## config.mk

```make
export PLATFORM = sky130hd
export DESIGN_NAME = if_fetch
export DESIGN_NICKNAME = d
export VERILOG_FILES = /design/src/rtl/if_fetch.sv
export SDC_FILE = /design/constraint.sdc
export NUM_CORES = 1
export LEC_CHECK = 0
export ABC_CLOCK_PERIOD_IN_PS = 4000
export CAP_MARGIN = 15
export CORE_ASPECT_RATIO = 1.1
export CORE_MARGIN = 10
export CORE_UTILIZATION = 57
export DETAILED_ROUTE_END_ITERATION = 10
export PLACE_DENSITY = 0.79
export SYNTH_ARGS = -nofsm -noshare
export SYNTH_HDL_FRONTEND = slang
export SYNTH_SLANG_ARGS = --single-unit
export TNS_END_PERCENT = 20
```

## constraint.sdc

```tcl
create_clock -name clk -period 4 [get_ports clk]
set_clock_uncertainty 0.05 [all_clocks]
set_input_delay 0.8 -clock clk [delete_from_list [all_inputs] [get_ports clk]]
set_output_delay 0.8 -clock clk [all_outputs]
set_load 0.005 [all_outputs]
```

## src/rtl/if_fetch.sv

```systemverilog
// Instruction-fetch stage: issues pipelined imem requests under a credit limit, buffers
// returned words in order and presents {pc, inst} to ID; flush restarts at a new PC.
module if_fetch #(
   parameter logic [31:0] RESET_PC   = 32'h0000_0000,
   parameter int          FIFO_DEPTH = 4
) (
   input  logic        clk,
   input  logic        rst,
   input  logic        stall_i,
   input  logic        flush_i,
   input  logic [31:0] new_pc_i,
   output logic        imem_req_o,
   output logic [31:0] imem_addr_o,
   input  logic        imem_gnt_i,
   input  logic        imem_rvalid_i,
   input  logic [31:0] imem_rdata_i,
   output logic [31:0] id_pc_o,
   output logic [31:0] id_inst_o,
   output logic        id_valid_o
);

   localparam int AW = $clog2(FIFO_DEPTH);
   localparam int CW = AW + 1;
   localparam logic [CW:0] DEPTH_C = (CW + 1)'(FIFO_DEPTH);

   // RUN: every response is kept; DRAIN: responses from before a flush are dropped
   typedef enum logic {ST_RUN = 1'b0, ST_DRAIN = 1'b1} state_t;
   state_t state_q, state_d;

   logic [31:0]   pc_q;
   logic [CW-1:0] out_q, disc_q, disc_d, cnt_q;
   logic [AW-1:0] tag_wp_q, tag_rp_q, buf_wp_q, buf_rp_q;
   logic [31:0]   tag_mem  [FIFO_DEPTH];
   logic [31:0]   buf_pc   [FIFO_DEPTH];
   logic [31:0]   buf_inst [FIFO_DEPTH];
   logic          credit_ok, hs, push, pop;
   logic          unused_ok;

   assign unused_ok = ^new_pc_i[1:0];

   // in-flight plus buffered words never exceed the buffer, so a response always has a slot
   assign credit_ok   = ({1'b0, out_q} + {1'b0, cnt_q}) < DEPTH_C;
   assign imem_req_o  = rst & ~flush_i & credit_ok;
   assign imem_addr_o = pc_q;
   assign hs          = imem_req_o & imem_gnt_i;
   assign push        = imem_rvalid_i & ~flush_i & (state_q == ST_RUN);
   assign pop         = ~flush_i & ~stall_i & (cnt_q != '0);

   always_comb begin
      disc_d  = disc_q;
      state_d = state_q;
      if (flush_i)
         disc_d = out_q - CW'(imem_rvalid_i);
      else if (imem_rvalid_i && (state_q == ST_DRAIN))
         disc_d = disc_q - CW'(1);
      state_d = (disc_d != '0) ? ST_DRAIN : ST_RUN;
   end

   // request-PC tags and the word buffer carry no reset; pointers and counts qualify them
   always_ff @(posedge clk) begin
      if (hs)
         tag_mem[tag_wp_q] <= pc_q;
      if (push) begin
         buf_pc[buf_wp_q]   <= tag_mem[tag_rp_q];
         buf_inst[buf_wp_q] <= imem_rdata_i;
      end
   end

   always_ff @(posedge clk or negedge rst) begin
      if (!rst) begin
         state_q    <= ST_RUN;
         disc_q     <= '0;
         out_q      <= '0;
         pc_q       <= RESET_PC;
         tag_wp_q   <= '0;
         tag_rp_q   <= '0;
         buf_wp_q   <= '0;
         buf_rp_q   <= '0;
         cnt_q      <= '0;
         id_pc_o    <= '0;
         id_inst_o  <= '0;
         id_valid_o <= 1'b0;
      end else begin
         state_q <= state_d;
         disc_q  <= disc_d;
         out_q   <= out_q + CW'(hs) - CW'(imem_rvalid_i);
         // tags stay in step with the memory across flushes: stale responses still pop one
         if (hs)
            tag_wp_q <= tag_wp_q + AW'(1);
         if (imem_rvalid_i)
            tag_rp_q <= tag_rp_q + AW'(1);

         if (flush_i)
            pc_q <= {new_pc_i[31:2], 2'b00};
         else if (hs)
            pc_q <= pc_q + 32'd4;

         if (flush_i) begin
            buf_wp_q <= '0;
            buf_rp_q <= '0;
            cnt_q    <= '0;
         end else begin
            if (push)
               buf_wp_q <= buf_wp_q + AW'(1);
            if (pop)
               buf_rp_q <= buf_rp_q + AW'(1);
            cnt_q <= cnt_q + CW'(push) - CW'(pop);
         end

         if (flush_i) begin
            id_inst_o  <= '0;
            id_valid_o <= 1'b0;
         end else if (!stall_i) begin
            if (pop) begin
               id_pc_o    <= buf_pc[buf_rp_q];
               id_inst_o  <= buf_inst[buf_rp_q];
               id_valid_o <= 1'b1;
            end else begin
               id_inst_o  <= '0;
               id_valid_o <= 1'b0;
            end
         end
      end
   end

endmodule

```

==> impl_metrics.ini <==
[critical_path]
critical_path_required_ps = 3150
critPathLaunchType = register
crit_start = cnt_q[1]$_DFF_PN0_
cp_data_arrival_time_ps = 2070
regToRegStartpoint = cnt_q[1]$_DFF_PN0_
critPathMaxFanout = 4
end_kind = output port
crit_buf_inv = 1
max_stage_delay_ps = 500
path_delay_family = buffers and inverters
critPathSlowestCell = clkdlybuf4s50_1
crit_chain = ha_1 -> nor3b_2 -> and3_1 -> clkdlybuf4s50_1
worstSetupPathType = reg2out

[job]
max-cap-violations = 0

[sta]
rsz0062_at_grt = false
period_share = 0.730
holdWs_ps = 427
min_period_ps = 2920
slew_headroom = 0.407
fin_setup_tns_ps = 0
worstMarginPinSlew_ps = 889
worst_slack_ps = 1080
maxSlewViolCount = 0
fmax_mhz = 342
setup_viol = 0
finalHoldViolCount = 0

[floorplanning]
die_area_mm2 = 0.0399
start_util = 0.581
rows = 68
die_y_um = 208
core_mm2 = 0.0317
fp.dieW_um = 191
ios = 168

[clock_tree]
clk_pin_slew_ps = 60
cts_sinks = 479
cts_made_buffers = 47
clk-insertion-delay-late_ps = 550
cts-root-buf = clkbuf_16
post-cts-setup-buffers = 0
cts_resized = 0
cts_tree = built
cts_buffer_depth = 3
hold_buffers = 0
h-tree-depth = 2

[place]
port_buffers = 161
routabilityCongestion = 0.832
dp_slack_ps = 756
dp_hpwl_mm = 23.1

[finish]
nNetsFinal = 1225
drive_above_1_share = 0.211
finish.utilization = 0.706
area_growth_pct = 21.4

[worst_hold_path]
hold_class = in2async

[power]
p_seq_frac = 0.476
p_switching_uw = 3370
power.leakage_uw = 0.00775
p_per_area_mw_per_mm2 = 612
combPwrFrac = 0.186
p_int_uw = 10300
switching_share = 0.247
vdd_ir_drop_max_mv = 0.365
power.share.clock = 0.338

[yosys]
ys_top_cells_by_count = edfxtp_1 (368), dfrtp_1 (111), mux4_2 (92), nand2_1 (39), a22o_1 (32)
synth_ff_type = edfxtp_1
synth.top_cells.by_area = edfxtp_1 (60%), dfrtp_1 (15%), mux4_2 (11%), mux2_2 (1.8%), a22o_1 (1.5%)
async_flop_share = 0.232
yosys_warnings = 0
yosys.area.top_type = edfxtp_1
synth-edff-count = 368
yosysTopAreaCellShare = 0.600
synth-seq-area-share = 0.751
syn_area_mm2 = 0.0184
synth.most_common_cell = edfxtp_1
ys_ff_latch = 479
syn_inst = 943
syn_area_per_cell_um2 = 19.5
yosysUniqueCellTypes = 47

[run_status]
status = finished, final reports clean

[route]
drtIter0Drc = 645
num_vias = 9517
drtPass1Iterations = 5
postRouteWirelength_mm = 37.4
ant_nets = 0
wl_per_cell_um = 23.5
drc = 0
vias_per_cell = 5.96

[global_routing]
antenna_found_initial = 1
grt_first_pass_wirelength_mm = 58.6
grt_pass1_vias = 10092
track_usage = 0.188
overflow = 0
grt_max_degree = 66
-- power groups by stage --
stage | Combinational, µW | Sequential [µW] | Clock, µW
final | 2540 | 6510 | 4620
after global placement | 2500 | 6590 | 0
after floorplan | 1600 | 6400 | 0
after global routing | 2770 | 6600 | 4890
after CTS | 2600 | 6530 | 4700
after detailed placement | 2570 | 6620 | 0
-- metal layers --
| layer | global-route usage | routed length (µm) | vias to the layer above |
|---|---|---|---|
| met5 | 0 | 0 | - |
| met4 | 0.0451 | 648 | 0 |
| met1 | 0.251 | 15600 | 4936 |
| met2 | 0.310 | 18700 | 330 |
| met3 | 0.0418 | 2450 | 51 |
| li1 | - | - | 4200 |
-- area by class of cell --
class,instances,area (µm²)
Sequential cell,479,13800
Fill cell,1988,9310
Multi-Input combinational cell,394,4290
Timing Repair Buffer,192,1960
Clock buffer,61,1280
Tap cell,420,526
Clock inverter,27,372
Inverter,21,78.8
Antenna cell,2,5.00
-- through the flow --
stage               total power [µW]  area, µm²  cells
detailed placement              9190      20700   1506
global route                   14300      22300   1594
finish                         13700      22300   1596
global placement                9090      20700   1506
floorplan                       8000      18400    946
CTS                            13800      22300   1594
-- cell families (layout without fill, tap and decap cells) --
logic type	after synthesis	count (layout)	share of synthesized area
simple gates	130	130	0.0373
flops	479	479	0.751
xor+xnor	12	12	0.00571
mux	125	125	0.133
buf+inv	73	301	0.0170
other cells	1	6	0.000204
fa+ha+maj	20	20	0.0144
compound gates	103	103	0.0415
-- cells in the final DEF, fill, tap and decap left out, types with 5 or more instances in the layout --
cell and n:
edfxtp_1 368, clkdlybuf4s50_1 159, dfrtp_1 108, mux4_2 92, clkbuf_16 47, nand2_1 39
a22o_1 32, mux2_2 30, nand3_1 24, buf_4 22, inv_1 20, nor2_1 19
o21ai_0 19, ha_1 18, o211ai_1 13, buf_12 10, a21oi_1 9, nand4_1 9
clkbuf_1 9, o311ai_0 8, bufinv_16 8, clkinv_2 8, xnor2_1 7, and2_1 6
nor3_1 5, xor2_1 5, or4_1 5, a31oi_1 5, inv_6 5, clkbuf_8 5
-- worst reg2reg max path: cells and delay by family (launching register included) --
kind,cells,cell delay (ps)
flops,1,450
fa+ha+maj,1,230
simple gates,3,990
buf+inv,2,550
-- final timing paths --
kind	to	slack, ps	depth (start not counted)
setup / recovery	imem_req_o	1080	4
hold / removal	id_pc_o[21]$_DFFE_PN0P_	430	2
setup reg to reg	tag_mem[2][31]$_DFFE_PP_	1390	6
hold reg to reg	id_valid_o$_DFFE_PN0P_	430	1
max in group asynchronous	tag_rp_q[0]$_DFFE_PN0P_	2880	2
min in group clk	id_valid_o$_DFFE_PN0P_	430	1
-- flip-flops by register name, indices dropped and copies added, names as in the netlist, 2 cells and up --
signal and count:
tag_rp_q 2, cnt_q 3, disc_q 3, id_pc_o 30, buf_inst 128, tag_mem 120, buf_rp_q 2, buf_pc 120
tag_wp_q 2, imem_addr_o 30, out_q 3, buf_wp_q 2, id_inst_o 32
No activity file was read; power rests on OpenSTA's default activity.
